==> src/rtl/qdiv_sequencer_if.sv <==
// Job intake, result return and divider-side signals of the Q15.16 divide job sequencer.
interface qdiv_sequencer_if;
  logic        in_valid;
  logic        in_ready;
  logic [31:0] in_dividend;
  logic [31:0] in_divisor;
  logic        out_valid;
  logic        out_ready;
  logic [31:0] out_quotient;
  logic        out_dz;
  logic        err_timeout;
  logic [31:0] div_dividend;
  logic [31:0] div_divisor;
  logic [31:0] div_quotient;
  logic        div_valid;
  logic        div_busy;

  modport slave (
    input  in_valid, in_dividend, in_divisor, out_ready, div_quotient, div_valid, div_busy,
    output in_ready, out_valid, out_quotient, out_dz, err_timeout, div_dividend, div_divisor
  );

  modport master (
    output in_valid, in_dividend, in_divisor, out_ready, div_quotient, div_valid, div_busy,
    input  in_ready, out_valid, out_quotient, out_dz, err_timeout, div_dividend, div_divisor
  );
endinterface

==> src/rtl/qdiv_sequencer.sv <==
// Job sequencer for the Q15.16 sign-magnitude iterative divider: queues jobs, issues them
// one at a time, answers divide-by-zero and repeated jobs locally, and bounds divider hangs.
module qdiv_sequencer #(
  parameter int unsigned DEPTH   = 4,
  parameter int unsigned TIMEOUT = 64,
  parameter logic [31:0] SAT_POS = 32'h7FFF_FFFF,
  parameter logic [31:0] SAT_NEG = 32'hFFFF_FFFF
) (
  input logic             clk,
  input logic             rst,
  qdiv_sequencer_if.slave bus
);
  localparam int unsigned AW  = $clog2(DEPTH);
  localparam int unsigned CW  = AW + 1;
  localparam int unsigned TW  = $clog2(TIMEOUT);
  localparam logic [31:0] ONE = 32'h0001_0000;

  typedef struct packed {
    logic [31:0] dividend;
    logic [31:0] divisor;
  } job_t;

  typedef enum logic [2:0] {IDLE, ISSUE, WAIT_BUSY, WAIT_DONE, RESULT} state_t;

  state_t        state;
  job_t          fifo_mem [DEPTH];
  logic [AW-1:0] wr_ptr;
  logic [AW-1:0] rd_ptr;
  logic [CW-1:0] count;
  logic [CW-1:0] count_next;
  job_t          head;
  job_t          job_q;
  job_t          div_job;
  logic [TW-1:0] timer;
  logic          timer_done;
  logic          cache_valid;
  logic [31:0]   cache_quotient;
  logic          push;
  logic          pop;

  function automatic logic [31:0] sat_val(input logic sign_a, input logic sign_b);
    return (sign_a == sign_b) ? SAT_POS : SAT_NEG;
  endfunction

  assign push       = bus.in_valid && bus.in_ready;
  assign pop        = (state == IDLE) && (count != '0) && !bus.out_valid;
  assign head       = fifo_mem[rd_ptr];
  // The cache key is always the operand pair currently held on the divider inputs.
  assign div_job    = {bus.div_dividend, bus.div_divisor};
  assign timer_done = (timer == TW'(TIMEOUT - 1));

  always_comb begin
    count_next = count;
    if (push && !pop) begin
      count_next = count + CW'(1);
    end else if (pop && !push) begin
      count_next = count - CW'(1);
    end
  end

  // Job storage; contents are meaningless outside the valid window so no reset.
  always_ff @(posedge clk) begin
    if (push) begin
      fifo_mem[wr_ptr] <= '{dividend: bus.in_dividend, divisor: bus.in_divisor};
    end
  end

  always_ff @(posedge clk or posedge rst) begin
    if (rst) begin
      wr_ptr       <= '0;
      rd_ptr       <= '0;
      count        <= '0;
      bus.in_ready <= 1'b1;
    end else begin
      if (push) wr_ptr <= wr_ptr + AW'(1);
      if (pop)  rd_ptr <= rd_ptr + AW'(1);
      count        <= count_next;
      bus.in_ready <= (count_next != CW'(DEPTH));
    end
  end

  always_ff @(posedge clk or posedge rst) begin
    if (rst) begin
      state            <= IDLE;
      job_q            <= '0;
      timer            <= '0;
      cache_valid      <= 1'b1;
      cache_quotient   <= '0;
      bus.div_dividend <= '0;
      bus.div_divisor  <= ONE;
      bus.out_valid    <= 1'b0;
      bus.out_quotient <= '0;
      bus.out_dz       <= 1'b0;
      bus.err_timeout  <= 1'b0;
    end else begin
      case (state)
        IDLE: begin
          if (pop) begin
            if (head.divisor[30:0] == 31'd0) begin
              bus.out_quotient <= sat_val(head.dividend[31], head.divisor[31]);
              bus.out_dz       <= 1'b1;
              state            <= RESULT;
            end else if (cache_valid && (head == div_job)) begin
              bus.out_quotient <= cache_quotient;
              bus.out_dz       <= 1'b0;
              state            <= RESULT;
            end else begin
              job_q <= head;
              state <= ISSUE;
            end
          end
        end
        ISSUE: begin
          bus.div_dividend <= job_q.dividend;
          bus.div_divisor  <= job_q.divisor;
          timer            <= '0;
          cache_valid      <= 1'b0;
          state            <= WAIT_BUSY;
        end
        // div_valid is only trusted once the divider has shown busy for this job.
        WAIT_BUSY, WAIT_DONE: begin
          timer <= timer + TW'(1);
          if ((state == WAIT_DONE) && bus.div_valid) begin
            bus.out_quotient <= bus.div_quotient;
            bus.out_dz       <= 1'b0;
            cache_quotient   <= bus.div_quotient;
            cache_valid      <= 1'b1;
            state            <= RESULT;
          end else if (timer_done) begin
            bus.out_quotient <= sat_val(bus.div_dividend[31], bus.div_divisor[31]);
            bus.out_dz       <= 1'b0;
            bus.err_timeout  <= 1'b1;
            cache_valid      <= 1'b0;
            state            <= RESULT;
          end else if ((state == WAIT_BUSY) && bus.div_busy) begin
            state <= WAIT_DONE;
          end
        end
        RESULT: begin
          if (!bus.out_valid) begin
            bus.out_valid <= 1'b1;
          end else if (bus.out_ready) begin
            bus.out_valid <= 1'b0;
            state         <= IDLE;
          end
        end
        default: state <= IDLE;
      endcase
    end
  end
endmodule
==> src/flat_wrapper.sv <==
// flat-port wrapper written by rule: the top's interface ports become plain ports
module qdiv_sequencer_flat 
#(
  parameter int unsigned DEPTH   = 4,
  parameter int unsigned TIMEOUT = 64,
  parameter logic [31:0] SAT_POS = 32'h7FFF_FFFF,
  parameter logic [31:0] SAT_NEG = 32'hFFFF_FFFF
)
  (clk, rst, bus_in_valid, bus_in_dividend, bus_in_divisor, bus_out_ready, bus_div_quotient, bus_div_valid, bus_div_busy, bus_in_ready, bus_out_valid, bus_out_quotient, bus_out_dz, bus_err_timeout, bus_div_dividend, bus_div_divisor);
  qdiv_sequencer_if bus_i ();
  input logic clk;
  input logic rst;
  input wire logic [$bits(bus_i.in_valid)-1:0] bus_in_valid;
  input wire logic [$bits(bus_i.in_dividend)-1:0] bus_in_dividend;
  input wire logic [$bits(bus_i.in_divisor)-1:0] bus_in_divisor;
  input wire logic [$bits(bus_i.out_ready)-1:0] bus_out_ready;
  input wire logic [$bits(bus_i.div_quotient)-1:0] bus_div_quotient;
  input wire logic [$bits(bus_i.div_valid)-1:0] bus_div_valid;
  input wire logic [$bits(bus_i.div_busy)-1:0] bus_div_busy;
  output wire logic [$bits(bus_i.in_ready)-1:0] bus_in_ready;
  output wire logic [$bits(bus_i.out_valid)-1:0] bus_out_valid;
  output wire logic [$bits(bus_i.out_quotient)-1:0] bus_out_quotient;
  output wire logic [$bits(bus_i.out_dz)-1:0] bus_out_dz;
  output wire logic [$bits(bus_i.err_timeout)-1:0] bus_err_timeout;
  output wire logic [$bits(bus_i.div_dividend)-1:0] bus_div_dividend;
  output wire logic [$bits(bus_i.div_divisor)-1:0] bus_div_divisor;
  assign bus_i.in_valid = bus_in_valid;
  assign bus_i.in_dividend = bus_in_dividend;
  assign bus_i.in_divisor = bus_in_divisor;
  assign bus_i.out_ready = bus_out_ready;
  assign bus_i.div_quotient = bus_div_quotient;
  assign bus_i.div_valid = bus_div_valid;
  assign bus_i.div_busy = bus_div_busy;
  assign bus_in_ready = bus_i.in_ready;
  assign bus_out_valid = bus_i.out_valid;
  assign bus_out_quotient = bus_i.out_quotient;
  assign bus_out_dz = bus_i.out_dz;
  assign bus_err_timeout = bus_i.err_timeout;
  assign bus_div_dividend = bus_i.div_dividend;
  assign bus_div_divisor = bus_i.div_divisor;
  qdiv_sequencer #(.DEPTH(DEPTH), .TIMEOUT(TIMEOUT), .SAT_POS(SAT_POS), .SAT_NEG(SAT_NEG)) u_core (.clk(clk), .rst(rst), .bus(bus_i));
endmodule
==> config.mk <==
export PLATFORM = sky130hd
export DESIGN_NAME = qdiv_sequencer_flat
export DESIGN_NICKNAME = d
export VERILOG_FILES = /design/src/rtl/qdiv_sequencer_if.sv /design/src/rtl/qdiv_sequencer.sv /design/src/flat_wrapper.sv
export SDC_FILE = /design/constraint.sdc
export NUM_CORES = 1
export LEC_CHECK = 0
export ABC_AREA = 1
export CAP_MARGIN = 5
export CORE_ASPECT_RATIO = 0.9
export CORE_MARGIN = 2
export CORE_UTILIZATION = 48
export CTS_BUF_LIST = sky130_fd_sc_hd__clkbuf_4
export DETAILED_ROUTE_END_ITERATION = 7
export PLACE_DENSITY = 0.74
export SYNTH_ARGS = -nofsm -noshare
export SYNTH_HDL_FRONTEND = slang
export SYNTH_SLANG_ARGS = --single-unit
==> constraint.sdc <==
create_clock -name clk -period 7.4 [get_ports clk]
set_clock_uncertainty 0.1 [all_clocks]
set_input_delay 1.85 -clock clk [delete_from_list [all_inputs] [get_ports clk]]
set_output_delay 1.85 -clock clk [all_outputs]
set_load 0.02 [all_outputs]
Word level (Yosys, flattened, before mapping)

Memories as Yosys holds them, arrays and structs flattened.
Cells that the tools add are included.

Add/sub/neg operators: 5
Equality and inequality tests: 15
Mux-type cells: 32
Bitwise logic cells: 3
Reduce and logical (&&, ||, !) cells: 23

Operators by type and width:

| kind                | count |
|---|---|
| $mux 32             | 7 |
| $eq 64x64->1        | 1 |
| $pmux 32 s2         | 1 |
| $logic_not 31->1    | 1 |
| $mux 3              | 10 |
| $pmux 3 s4          | 1 |
| $pmux 6 s2          | 1 |
| $reduce_and 4->1    | 3 |
| $mux 1              | 10 |
| $logic_and 1x1->1   | 8 |
| $add 6x1->6 const B | 1 |
| $eq 3x2->1 const B  | 2 |
| $eq 6x6->1 const B  | 1 |
| $ne 3x3->1 const B  | 2 |
| $add 2x1->2 const B | 2 |
| $ne 2x1->1 const B  | 2 |
| $ne 4x1->1 const B  | 1 |
| $pmux 1 s2          | 2 |
| $reduce_and 2->1    | 2 |
| $reduce_bool 2->1   | 2 |
| $add 3x1->3 const B | 1 |
| $eq 3x1->1 const B  | 1 |
| $eq 3x3->1 const B  | 1 |
| $logic_not 1->1     | 3 |
| other kinds (9)     | 12 |

Register bits after elaboration: 213
RAM bits: 256
Bits of input ports: 102
Output and inout port bits: 100
Logic and storage cells: 95
Memories: 1

Memory list:

| memory          | depth | width | read ports | clocked after memory_dff | wr ports | line                 | RTL |
|---|---|---|---|---|---|---|---|
| u_core.fifo_mem | 4     | 64    | 1          | 0                        | 1        | qdiv_sequencer.sv:26 | `job_t fifo_mem [DEPTH];` |

Depth between registers and ports, before layout

Gate-level depths: netlist (run 1).

Depth in word-level cells: 7
Gate-level depth with buffers: 20

Least setup slack after synthesis (run 1)

Ideal clock, no wire load.

Path kind: input port to flip-flop
Start: input port bus_in_valid
End: memory u_core.fifo_mem[0][0] (netlist name) (enable)
Setup time: 487 ps
Arrival: 4739 ps
Slack: 2075 ps
Stages on the path: 2
Buffers on the path: 0
Path through: nand2_1 -> nor2_1

Longest elaborated chain between the ends: 3

RTL lines:

| what                         | line                 | RTL |
|---|---|---|
| from (decl)                  | flat_wrapper.sv:13   | `input wire logic [$bits(bus_i.in_valid)-1:0] bus_in_valid;` |
| $logic_and 1x1->1            | qdiv_sequencer.sv:45 | `assign push = bus.in_valid && bus.in_ready;` |
| $mux 1                       | qdiv_sequencer.sv:63 | `if (push) begin` |
| $mux 1 (implied by the code) | qdiv_sequencer.sv:64 | `fifo_mem[wr_ptr] <= '{dividend: bus.in_dividend, divisor: bus.in_divisor};` |
| to (decl)                    | qdiv_sequencer.sv:26 |  |

Every way passes these cells.

Worst setup path after layout (run 1)

Start: register u_core.rd_ptr[0]
End: register u_core.bus.out_quotient[2]

Longest elaborated chain between the ends: 5
Elaborated cells on any way between the ends: 9

RTL lines:

| what                                                             | line                                        | RTL |
|---|---|---|
| from (decl)                                                      | qdiv_sequencer.sv:28                        | `logic [AW-1:0] rd_ptr;` |
| from (signal assigned)                                           | qdiv_sequencer.sv:76                        | `if (pop) rd_ptr <= rd_ptr + AW'(1);` |
| $mem_v2 4x64 *                                                   | --                                          |  |
| $eq 64x64->1 / $logic_not 31->1 (equally long branches)          | qdiv_sequencer.sv:103, qdiv_sequencer.sv:99 |  |
| $logic_and 1x1->1 / $mux 32 (equally long branches)              | qdiv_sequencer.sv:103, qdiv_sequencer.sv:99 |  |
| $ne 3x3->1 (no line) / $mux 32 (equally long branches)           | --                                          |  |
| $reduce_and 4->1 (no line) / $pmux 32 s2 (equally long branches) | --                                          |  |
| to (signal assigned)                                             | qdiv_sequencer.sv:100                       | `bus.out_quotient <= sat_val(head.dividend[31], head.divisor[31]);` |
| to (signal assigned)                                             | qdiv_sequencer.sv:104                       | `bus.out_quotient <= cache_quotient;` |
| to (signal assigned)                                             | qdiv_sequencer.sv:124                       | `bus.out_quotient <= bus.div_quotient;` |
| to (decl)                                                        | qdiv_sequencer_if.sv:20                     | `output in_ready, out_valid, out_quotient, out_dz, err_timeout, div_dividend, div_divisor` |

Every way passes the cells marked *; elsewhere a longest branch is shown, timed or not. The select of a mux whose other input is x is not followed.
A chain may end at the register's enable or synchronous reset.

==> metrics.md, run 1 <==
| Metric | Value |
|---|---|
| Global Route Usage Sum | `~24%` |
| Max-Cap Viols | `0` |
| Cts hold-fix bufs | `0` |
| Mapped cell area | `around 20,000 um^2` |
| Grt total ovfl | `0` |
| Drt via density | `5.163` |
| Die W | `~220 um` |
| Max_slew headroom | `29.78%` |
| Post-synth top area share | `around two fifths` |
| Postcts setup bufs | `0` |
| Tot Pwr | `10.49 mW` |
| Status | `completed` |
| I/O Buffers | `201` |
| Cell taking the most area after synthesis | `edfxtp_1` |
| Post-CTS sizing | `0` |
| WP buf/inv | `4` |
| Area delta synth->final | `19.95%` |
| Post-Route Utilization | `about three fifths` |
| Crit share post-route | `about 70%` |
| Synth Instances | `2,058` |
| RSZ-0062 raised after global routing | `no` |
| Root Buffer | `clkbuf_4` |
| Antenna violations before repair | `9` |
| Wire length on met3 | `4727 um` |
| Worst skew pair latency | `0.84 ns` |
| Ys Warns | `0` |
| Initial core utilization | `between 40 and 50%` |
| Wire length on met1 | `around 22,000 um` |
| Worst Setup Path Type | `register to register` |
| Syn Nets | `2,168` |
| GPL Wtd Cong | `0.8152` |
| Met2 routed WL | `23,550 um` |
| Die height | `about 200 um` |
| Nets | `2,410` |
| Uppermost layer routed | `met5` |
| Core Rows | `70` |
| Yosys cell types | `35` |
| Maximum clock path buffer count | `3` |
| Synth Register Bits | `469` |
| Seq/Total Area, Yosys | `between 60% and 70%` |
| Clock tree sinks | `469` |
| CP Max Fanout | `68` |
| Num ports | `202` |
| Iteration count of the initial detailed-routing pass | `5` |
| Fin crit period | `5.185 ns` |
| Static leakage | `10.82 nW` |
| Core area | `40,810 um^2` |
| Iteration-0 DRC Markers | `1,473` |
| Setup violators final | `0` |
| Crit start category | `register` |
| Most frequent CP cell | `nand2_1` |
| Layout cells sized above 1 | `9.746%` |
| Synth area leaders | `edfxtp_1, dfrtp_1, nand2_1, nand3_1, inv_1` |
| DPL Wire Length | `31,380 um` |
| Fin Setup TNS | `0 ns` |
| Slew Limit Fails | `0` |
| Worst Tran Pin Value | `1.053 ns` |
| CP top delay family | `simple AND/OR/NAND/NOR gates` |
| Worst vdd ir | `0.2759 mV` |
| Hold WC Path Type | `register to register` |
| Vias in the first global route | `14,900` |
| Cts bufs inserted | `roughly 120` |
| Average size of a mapped cell | `between 9 and 10 um^2` |
| Die ar. | `43,150 um^2` |
| Total number of vias | `between 15,000 and 20,000` |
| Final hold violations | `0` |
| Min Hold Slack | `0.3655 ns` |
| Worst path cell trace | `clkinv_2 > buf_4 > buf_4 > nand2_1 > nand3_1 > nand2_1 > nand2_1 > nor3_1 > nand2_1 > nor2_1 > nand2_1 > buf_4 > nand3_2 > nand2_2 > nand2_1 > nand2_1` |
| DR WL/cell | `17.38 um` |
| Global-route wire length before repair | `80,630 um` |
| CP peak stage delay | `0.80 ns` |
| TritonCTS clock tree | `done` |
| CP arrival | `between 5 and 6 ns` |
| CP max stage cell | `nand2_2` |
| Fmax | `0.1929 GHz` |
| H-tree levels | `3` |
| CP Capture Type | `register` |
| PwrDens | `439.0 nW/um^2` |
| Worst EP required | `8.05 ns` |
| Final antenna-violating net count | `0` |
| CTS clk-pin slew, worst paths | `0.07 ns` |
| Largest net degree at the start of global routing | `~170` |
| Drt drc | `0` |
| Drt total wl | `between 50,000 and 60,000 um` |
[synth_stat cells]
cell type / count
a32o_1: 1
o21ai_0: 22
nor2_1: 92
clkinv_1: 1
ha_1: 8
nor3_1: 5
a22o_1: 2
dfstp_2: 3
buf_6: 2
nand2_4: 1
a21oi_1: 38
buf_1: 10
inv_2: 6
mux2_2: 1
a211oi_2: 1
clkbuf_1: 30
o21ai_1: 1
nand4_1: 1
or2_2: 2
edfxtp_1: 256
a31oi_1: 31
nand2_2: 1
buf_2: 40
o22ai_1: 1
xor2_1: 20
xnor2_1: 1
a31o_2: 1
nand3_2: 2
nand3b_1: 30
dfrtp_1: 210
nand2_1: 854
nor2_2: 1
inv_1: 133
buf_4: 14
nand3_1: 236
[worst register-to-register path, stage by stage (launching register included)]
cell,delay (ns)
dfrtp_4,0.67
clkinv_2,0.25
buf_4,0.63
buf_4,0.63
nand2_1,0.12
nand3_1,0.10
nand2_1,0.14
nand2_1,0.10
nor3_1,0.06
nand2_1,0.10
nor2_1,0.10
nand2_1,0.08
buf_4,0.33
nand3_2,0.66
nand2_2,0.80
nand2_1,0.15
nand2_1,0.11
[cells by family (layout without fill, tap and decap cells)]
kind of cell             after synthesis  after routing  share of synthesized area [%]
multiplexers                           1              1                        0.05653
XOR/XNOR                              21             21                         0.9234
buffers and inverters                236            579                          5.038
AND/OR/NAND/NOR                     1225           1225                          25.33
other                                  0              5                              0
flip-flops                           469            469                          65.37
adder cells (fa/ha/maj)                8              8                         0.5025
AO/OA/AOI/OAI                         98             98                          2.783
[cell type report]
type	instances	area, um^2
fill	3464	16920
sequential	469	13030
multi-input combinational	1353	5937
timing repair buffer	220	2180
clock buffer	174	1306
tap	540	675.6
inverter	140	531.8
clock inverter	45	224.0
antenna	5	12.51
[final timing paths]
path	cells after the start	startpoint	slack, ns	endpoint
hold / removal	2	u_core.job_q[26]	0.37	u_core.bus.div_divisor[26]
setup / recovery	16	u_core.rd_ptr[0]	2.21	u_core.bus.out_quotient[2]
hold reg to reg	2	u_core.job_q[26]	0.37	u_core.bus.div_divisor[26]
max in group asynchronous	3	rst	4.87	u_core.rd_ptr[0]
setup reg to reg	16	u_core.rd_ptr[0]	2.21	u_core.bus.out_quotient[2]
min in group asynchronous	3	rst	1.49	u_core.bus.out_quotient[24]
[state kept, by name, indices dropped and copies added, names as in the netlist]
register,flops
u_core.bus.div_dividend,32
u_core.bus.div_divisor,32
u_core.bus.err_timeout,1
u_core.bus.in_ready,1
u_core.bus.out_dz,1
u_core.bus.out_quotient,32
u_core.bus.out_valid,1
u_core.cache_quotient,32
u_core.cache_valid,1
u_core.count,3
u_core.fifo_mem,256
u_core.job_q,64
u_core.rd_ptr,2
u_core.state,3
u_core.timer,6
u_core.wr_ptr,2
[per-stage QoR]
stage | instance area, um^2 | cells | setup slack [ns]
floorplan | 19920 | 2058 | 2.075
global placement | 22350 | 2722 | 2.485
detailed placement | 22350 | 2722 | 2.308
CTS | 23880 | 2941 | 2.293
global route | 23890 | 2944 | 1.815
finish | 23890 | 2946 | 2.215
[power by group]
part	switching, mW	internal [mW]	leakage [nW]
clock	1.04	1.12	0.902
sequential	0.475	3.59	4.94
combinational	2.80	1.46	4.98
[per-layer routing]
metal | global-route usage, % | up-vias
met1 | 32.94 | 7193
met2 | 37.92 | 638
li1 | - | 7270
met3 | 6.328 | 102
met5 | 0 | -
met4 | 7.708 | 8
[cell usage in the layout (no fill, tap or decap), types with 2 or more instances in the layout]
master,instances
a21oi_1,38
a22o_1,2
a31oi_1,31
buf_12,2
buf_4,17
clkbuf_4,174
clkdlybuf4s50_1,201
clkinv_1,33
clkinv_2,8
clkinvlp_4,4
dfrtp_1,208
dfstp_2,3
diode_2,5
edfxtp_1,256
ha_1,8
inv_1,131
inv_2,6
nand2_1,854
nand3_1,236
nand3_2,2
nand3b_1,30
nor2_1,88
nor2_4,4
nor3_1,4
o21ai_0,22
or2_2,2
xor2_1,20
Note: power is estimated with default switching activity, not from simulation.
==> run 2: changes to the inputs <==
==> constraint.sdc (replaced) <==
create_clock -name clk -period 4.3 [get_ports clk]
set_clock_uncertainty 0.1 [all_clocks]
set_input_delay 1.075 -clock clk [delete_from_list [all_inputs] [get_ports clk]]
set_output_delay 1.075 -clock clk [all_outputs]
set_load 0.02 [all_outputs]
==> metrics.md, run 2 (synthesized netlist as in run 1, its figures left out) <==
| Metric | Value |
|---|---|
| Worst Tran Pin Value | `1.020 ns (-0.03330 ns)` |
| Biggest register | `u_core.fifo_mem` |
| CP Capture Point | `u_core.bus.out_quotient[23]` |
| Largest net degree at the start of global routing | `130 (-21%)` |
| Core area | `40,810 um^2 (unchanged)` |
| Fill cells | `3,496 (+0.92%)` |
| Nets | `2,421 (+0.46%)` |
| Antenna violations before repair | `8 (-1)` |
| Setup violators final | `0 (unchanged)` |
| CP peak stage delay | `0.45 ns (-0.35 ns)` |
| Tot Pwr | `18.03 mW (+72%)` |
| CP Capture Type | `register` |
| GPL Wtd Cong | `0.8716 (+6.9%)` |
| Die ar. | `43,150 um^2 (unchanged)` |
| Worst EP required | `4.88 ns (-3.17 ns)` |
| R2R setup slack | `0.50 ns (-1.72 ns)` |
| Number of flip-flops in the largest register | `256 (unchanged)` |
| CP Max Fanout | `38 (-44%)` |
| Crit Reg-Reg Endpoint | `u_core.bus.out_quotient[23]` |
| Final hold violations | `0 (unchanged)` |
| Static leakage | `10.88 nW (+0.57%)` |
| Final antenna-violating net count | `0 (unchanged)` |
| Crit share post-route | `88.46% (+18 points)` |
| Fmax | `0.2629 GHz (+36%)` |
| Initial core utilization | `48.80% (unchanged)` |
| Area delta synth->final | `20.56%` |
| Cts hold-fix bufs | `0 (unchanged)` |
| TritonCTS clock tree | `done` |
| Reg-to-reg startpoint | `u_core.rd_ptr[0]` |
| Grt total ovfl | `0 (unchanged)` |
| Worst path cell trace | `clkinv_2 > buf_4 > nand2_1 > nand3_1 > nand2_1 > nand2_1 > nor3_1 > nand2_1 > nor2_1 > nand2_1 > nand3_2 > nand2_2 > nand2_1 > nand2_1` |
| PwrDens | `750.6 nW/um^2 (+71%)` |
| Max-Cap Viols | `0 (unchanged)` |
| Cts bufs inserted | `114 (-1.7%)` |
| Regs by FF count | `u_core.fifo_mem x256, u_core.job_q x64` |
| Worst vdd ir | `0.3880 mV (+41%)` |
| Worst path depth | `14 (-2)` |
| DPL Wire Length | `32,060 um (+2.2%)` |
| Postcts setup bufs | `0 (unchanged)` |
| Status | `completed` |
| Max_slew headroom | `31.57% (+1.8 points)` |
| Hold WC Path Type | `register to register` |
| Slew Limit Fails | `0 (unchanged)` |
| Iteration-0 DRC Markers | `1,336 (-9.3%)` |
| CP arrival | `4.39 ns (-1.44 ns)` |
| Drt total wl | `50,710 um (-0.94%)` |
| Multi-input gate area | `5937 um^2 (unchanged)` |
| Post-CTS sizing | `0 (unchanged)` |
| Global-route wire length before repair | `80,040 um (-0.73%)` |
| Die height | `197.3 um (unchanged)` |
| Fin crit period | `3.804 ns (-1.381 ns)` |
| DR WL/cell | `17.16 um (-1.2%)` |
| Min Hold Slack | `0.3684 ns (+0.002877 ns)` |
| Num ports | `202 (unchanged)` |
| Commonest cells after routing, fill and taps aside | `nand2_1, edfxtp_1, nand3_1` |
| RSZ-0062 raised after global routing | `no` |
| Total number of vias | `15,410 (+1.3%)` |
| Setup crit start | `u_core.rd_ptr[0]` |
| Worst Setup Path Type | `register to register` |
| WP buf/inv | `2 (-2)` |
| Drt via density | `5.213 (+0.97%)` |
| CP max stage cell | `clkinv_2` |
| Clock tree sinks | `469 (unchanged)` |
| H-tree levels | `3 (unchanged)` |
| Iteration count of the initial detailed-routing pass | `5 (unchanged)` |
| Die W | `218.7 um (unchanged)` |
| Crit start category | `register` |
| Worst skew pair latency | `0.83 ns (about the same)` |
| Layout cells sized above 1 | `9.838% (+0.092 points)` |
| Register area | `13,030 um^2 (unchanged)` |
| Most frequent CP cell | `nand2_1` |
| Maximum clock path buffer count | `3 (unchanged)` |
| CTS clk-pin slew, worst paths | `0.07 ns (about the same)` |
| Commonest non-fill, non-tap cell in the layout | `nand2_1` |
| Core Rows | `70 (unchanged)` |
| Global Route Usage Sum | `23.93% (-0.21 points)` |
| R2R depth | `14 (-2)` |
| I/O Buffers | `201 (unchanged)` |
| Drt drc | `0 (unchanged)` |
| Vias in the first global route | `14,980 (+0.56%)` |
| Root Buffer | `clkbuf_4` |
| CP top delay family | `simple AND/OR/NAND/NOR gates` |
run 2: worst min-delay path: cells and delay by family, from the launching register on:
family           cells  cell delay (ns)
DFF                  1             0.34
and+or+nand+nor      2             0.09
run 2: worst min path at each step:
stage | startpoint | to | slack, ns | cells after the start
floorplan | u_core.job_q[0] | u_core.job_q[0] | 0.34 | 2
global placement | u_core.job_q[7] | u_core.job_q[7] | 0.35 | 2
detailed placement | u_core.bus.out_quotient[17] | u_core.bus.out_quotient[17] | 0.36 | 2
CTS | u_core.job_q[59] | u_core.bus.div_dividend[27] | 0.37 | 2
global route | u_core.job_q[59] | u_core.bus.div_dividend[27] | 0.39 | 2
finish | u_core.bus.out_quotient[10] | u_core.bus.out_quotient[10] | 0.37 | 2
run 2: power breakdown:
group	internal, mW	leakage [nW]	switching [mW]
clock	1.80	0.868	1.76
sequential	6.17	4.94	0.812
combinational	2.62	5.07	4.86
total	10.6	10.9	7.43
run 2: final cells by class:
| cell class | count | share of cell area [%] |
|---|---|---|
| diodes | 6 | 0.06252 |
| clock buffers | 168 | 5.252 |
| clock inverters | 46 | 0.7972 |
| inverters | 140 | 2.209 |
| multi-input cells | 1353 | 24.72 |
| flip-flops and latches | 469 | 54.24 |
| well taps | 540 | 2.814 |
| repair buffers | 233 | 9.899 |
run 2: metal layers:
layer	vias up	part of all wire (%)	global-route usage, %
li1	7297	-	-
met1	7400	42	31.66
met5	-	0.041	0
met4	4	2.2	8.834
met2	615	47	38.23
met3	89	8.3	6.189
run 2: stage by stage:
stage | setup TNS, ns | instance area (um^2) | utilization (%) | worst slack [ns] | cells
floorplan | -64.08 | 19920 | - | -0.2503 | 2058
global placement | 0 | 22550 | 55.24 | 0.6432 | 2735
detailed placement | 0 | 22550 | 55.24 | 0.5095 | 2735
CTS | 0 | 24000 | 58.80 | 0.4642 | 2949
global route | 0 | 24010 | 58.84 | 0.1090 | 2955
finish | 0 | 24010 | 58.84 | 0.4961 | 2955
==> run 3: changes to the inputs <==
--- a/config.mk
+++ b/config.mk
@@ -12,6 +12,7 @@
 export CORE_UTILIZATION = 48
 export CTS_BUF_LIST = sky130_fd_sc_hd__clkbuf_4
 export DETAILED_ROUTE_END_ITERATION = 7
+export GPL_TIMING_DRIVEN = 0
 export PLACE_DENSITY = 0.74
 export SYNTH_ARGS = -nofsm -noshare
 export SYNTH_HDL_FRONTEND = slang
==> metrics.md, run 3 (synthesized netlist as in run 1, its figures left out) <==
| Metric | Value |
|---|---|
| Iteration-0 DRC Markers | `1,727 (+29%)` |
| Max_slew headroom | `32.89% (+1.3 points)` |
| Regs by FF count | `u_core.fifo_mem x256, u_core.job_q x64` |
| Cell Area, Placed | `22,940 um^2 (+1.8%)` |
| Status | `completed` |
| Initial core utilization | `48.80% (unchanged)` |
| Drt via density | `5.210 (about the same)` |
| Grt total ovfl | `0 (unchanged)` |
| Die ar. | `43,150 um^2 (unchanged)` |
| Antenna violations before repair | `3 (-5)` |
| Final hold violations | `0 (unchanged)` |
| Iteration count of the initial detailed-routing pass | `6 (+1)` |
| Drt drc | `0 (unchanged)` |
| R2R depth | `14 (unchanged)` |
| DR WL/cell | `18.21 um (+6.1%)` |
| Global Route Usage Sum | `25.73% (+1.8 points)` |
| Register area | `13,020 um^2 (about the same)` |
| Min-Delay Endpoint | `u_core.bus.div_dividend[1]` |
| Worst vdd ir | `0.3974 mV (+2.4%)` |
| Layout cells sized above 1 | `11.34% (+1.5 points)` |
| Cts bufs inserted | `115 (+0.88%)` |
| Worst EP required | `4.89 ns (about the same)` |
| Worst skew pair latency | `0.87 ns (+0.04 ns)` |
| Die W | `218.7 um (unchanged)` |
| Die height | `197.3 um (unchanged)` |
| Drt total wl | `55,040 um (+8.5%)` |
| Tot Pwr | `18.73 mW (+3.9%)` |
| Clock tree sinks | `469 (unchanged)` |
| CP Max Fanout | `10 (-74%)` |
| Worst hold path stage count | `2 (unchanged)` |
| PwrDens | `766.3 nW/um^2 (+2.1%)` |
| I/O Buffers | `201 (unchanged)` |
| Max-Cap Viols | `0 (unchanged)` |
| Core area | `40,810 um^2 (unchanged)` |
| Hold_sp | `u_core.job_q[33]` |
| Postcts setup bufs | `0 (unchanged)` |
| Final antenna-violating net count | `0 (unchanged)` |
| Core Rows | `70 (unchanged)` |
| Hold WC Path Type | `register to register` |
| Crit Reg-Reg Endpoint | `u_core.bus.out_quotient[25]` |
| Slew Limit Fails | `0 (unchanged)` |
| CP Capture Type | `register` |
| Biggest register | `u_core.fifo_mem` |
| Vias in the first global route | `15,500 (+3.5%)` |
| Largest net degree at the start of global routing | `42 (-68%)` |
| RSZ-0062 raised after global routing | `no` |
| GPL Wtd Cong | `0.8791 (+0.86%)` |
| Fmax | `0.2729 GHz (+3.8%)` |
| Crit share post-route | `85.20% (-3.3 points)` |
| Nets | `2,500 (+3.3%)` |
| TritonCTS clock tree | `done` |
| Post-route cell area | `24,440 um^2 (+1.8%)` |
| Fin Setup TNS | `0 ns (unchanged)` |
| DPL Wire Length | `38,740 um (+21%)` |
| Fin crit period | `3.664 ns (-0.1402 ns)` |
| Reg-to-reg startpoint | `u_core.rd_ptr[1]` |
| Root Buffer | `clkbuf_4` |
| Multi-input gate area | `5924 um^2 (-0.21%)` |
| H-tree levels | `3 (unchanged)` |
| Commonest non-fill, non-tap cell in the layout | `nand2_1` |
| Area delta synth->final | `22.69%` |
| Num ports | `202 (unchanged)` |
| Worst Tran Pin Value | `0.9990 ns (-0.02106 ns)` |
| Static leakage | `11.12 nW (+2.1%)` |
| Min Hold Slack | `0.3241 ns (-0.04436 ns)` |
| Global-route wire length before repair | `84,000 um (+4.9%)` |
| Maximum clock path buffer count | `3 (unchanged)` |
| Number of flip-flops in the largest register | `256 (unchanged)` |
| Setup violators final | `0 (unchanged)` |
| R2R setup slack | `0.64 ns (+0.14 ns)` |
| CP arrival | `4.25 ns (-0.14 ns)` |
| Crit start category | `register` |
| Commonest cells after routing, fill and taps aside | `nand2_1, edfxtp_1, nand3_1` |
| Worst Setup Path Type | `register to register` |
| Cts hold-fix bufs | `0 (unchanged)` |
| Fill cells | `3,459 (-1.1%)` |
| Total number of vias | `15,740 (+2.2%)` |
| CTS clk-pin slew, worst paths | `0.07 ns (about the same)` |
| Post-CTS sizing | `0 (unchanged)` |
run 3: cell count changes in the layout (fill, tap and decap cells not counted), sizes merged:
| cell | delta |
|---|---|
| buf | +48 |
| bufinv | +1 |
| clkbuf | +42 |
| clkinv | -22 |
| clkinvlp | +1 |
| diode | -2 |
| inv | -1 |
run 3: layout make-up:
cell class	instances	area share [%]
sequential	469	53.28
multi-input combinational	1353	24.24
timing repair buffer	215	9.471
clock buffer	180	5.529
tap	540	2.765
inverter	140	2.166
buffer	96	1.956
clock inverter	25	0.5529
antenna	4	0.04096
run 3: critical path, stage by stage (launching register included):
cell and delay [ns]:
dfrtp_1 0.40, inv_2 0.24, buf_1 0.53, nand3_1 0.14, nand2_1 0.28, inv_1 0.10
nor3_1 0.22, nand2_1 0.09, nor2_1 0.28, nand2_1 0.29, nand3_2 0.28, nand2_2 0.15
buf_2 0.24, nand2_1 0.08, nand2_1 0.05
run 3: through the flow:
| step | worst slack, ns | utilization [%] | instances |
|---|---|---|---|
| after floorplan | -0.2503 | - | 2058 |
| after global placement | -3.198 | 55.40 | 2799 |
| after detailed placement | 0.6472 | 56.21 | 2813 |
| after CTS | 0.7366 | 59.86 | 3018 |
| after global routing | 0.4135 | 59.88 | 3022 |
| final | 0.6363 | 59.88 | 3022 |
run 3: report_power, final:
part	internal [mW]	switching [mW]
registers	6.17	0.760
clock network	1.95	1.77
logic	2.75	5.33
run 3: metal layers:
metal	up-vias	GRT usage [%]	wire length (um)
met1	7487	32.86	22130
met2	688	41.57	26180
met3	110	7.375	5123
met4	2	10.14	1602
met5	-	0	11
li1	7457	-	-
run 3: how the worst max path moves through the flow:
stage / endpoint / slack (ns) / from / cells past startpoint
2_1_floorplan: u_core.fifo_mem[0][0] / -0.25 / bus_in_valid / 2
3_3_place_gp: u_core.fifo_mem[2][10] / -3.20 / bus_in_valid / 3
3_5_place_dp: u_core.fifo_mem[2][10] / 0.65 / bus_in_valid / 5
4_1_cts: u_core.bus.out_quotient[25] / 0.74 / u_core.rd_ptr[1] / 14
5_1_grt: u_core.bus.out_quotient[3] / 0.41 / u_core.rd_ptr[1] / 14
6_report: u_core.bus.out_quotient[25] / 0.64 / u_core.rd_ptr[1] / 14
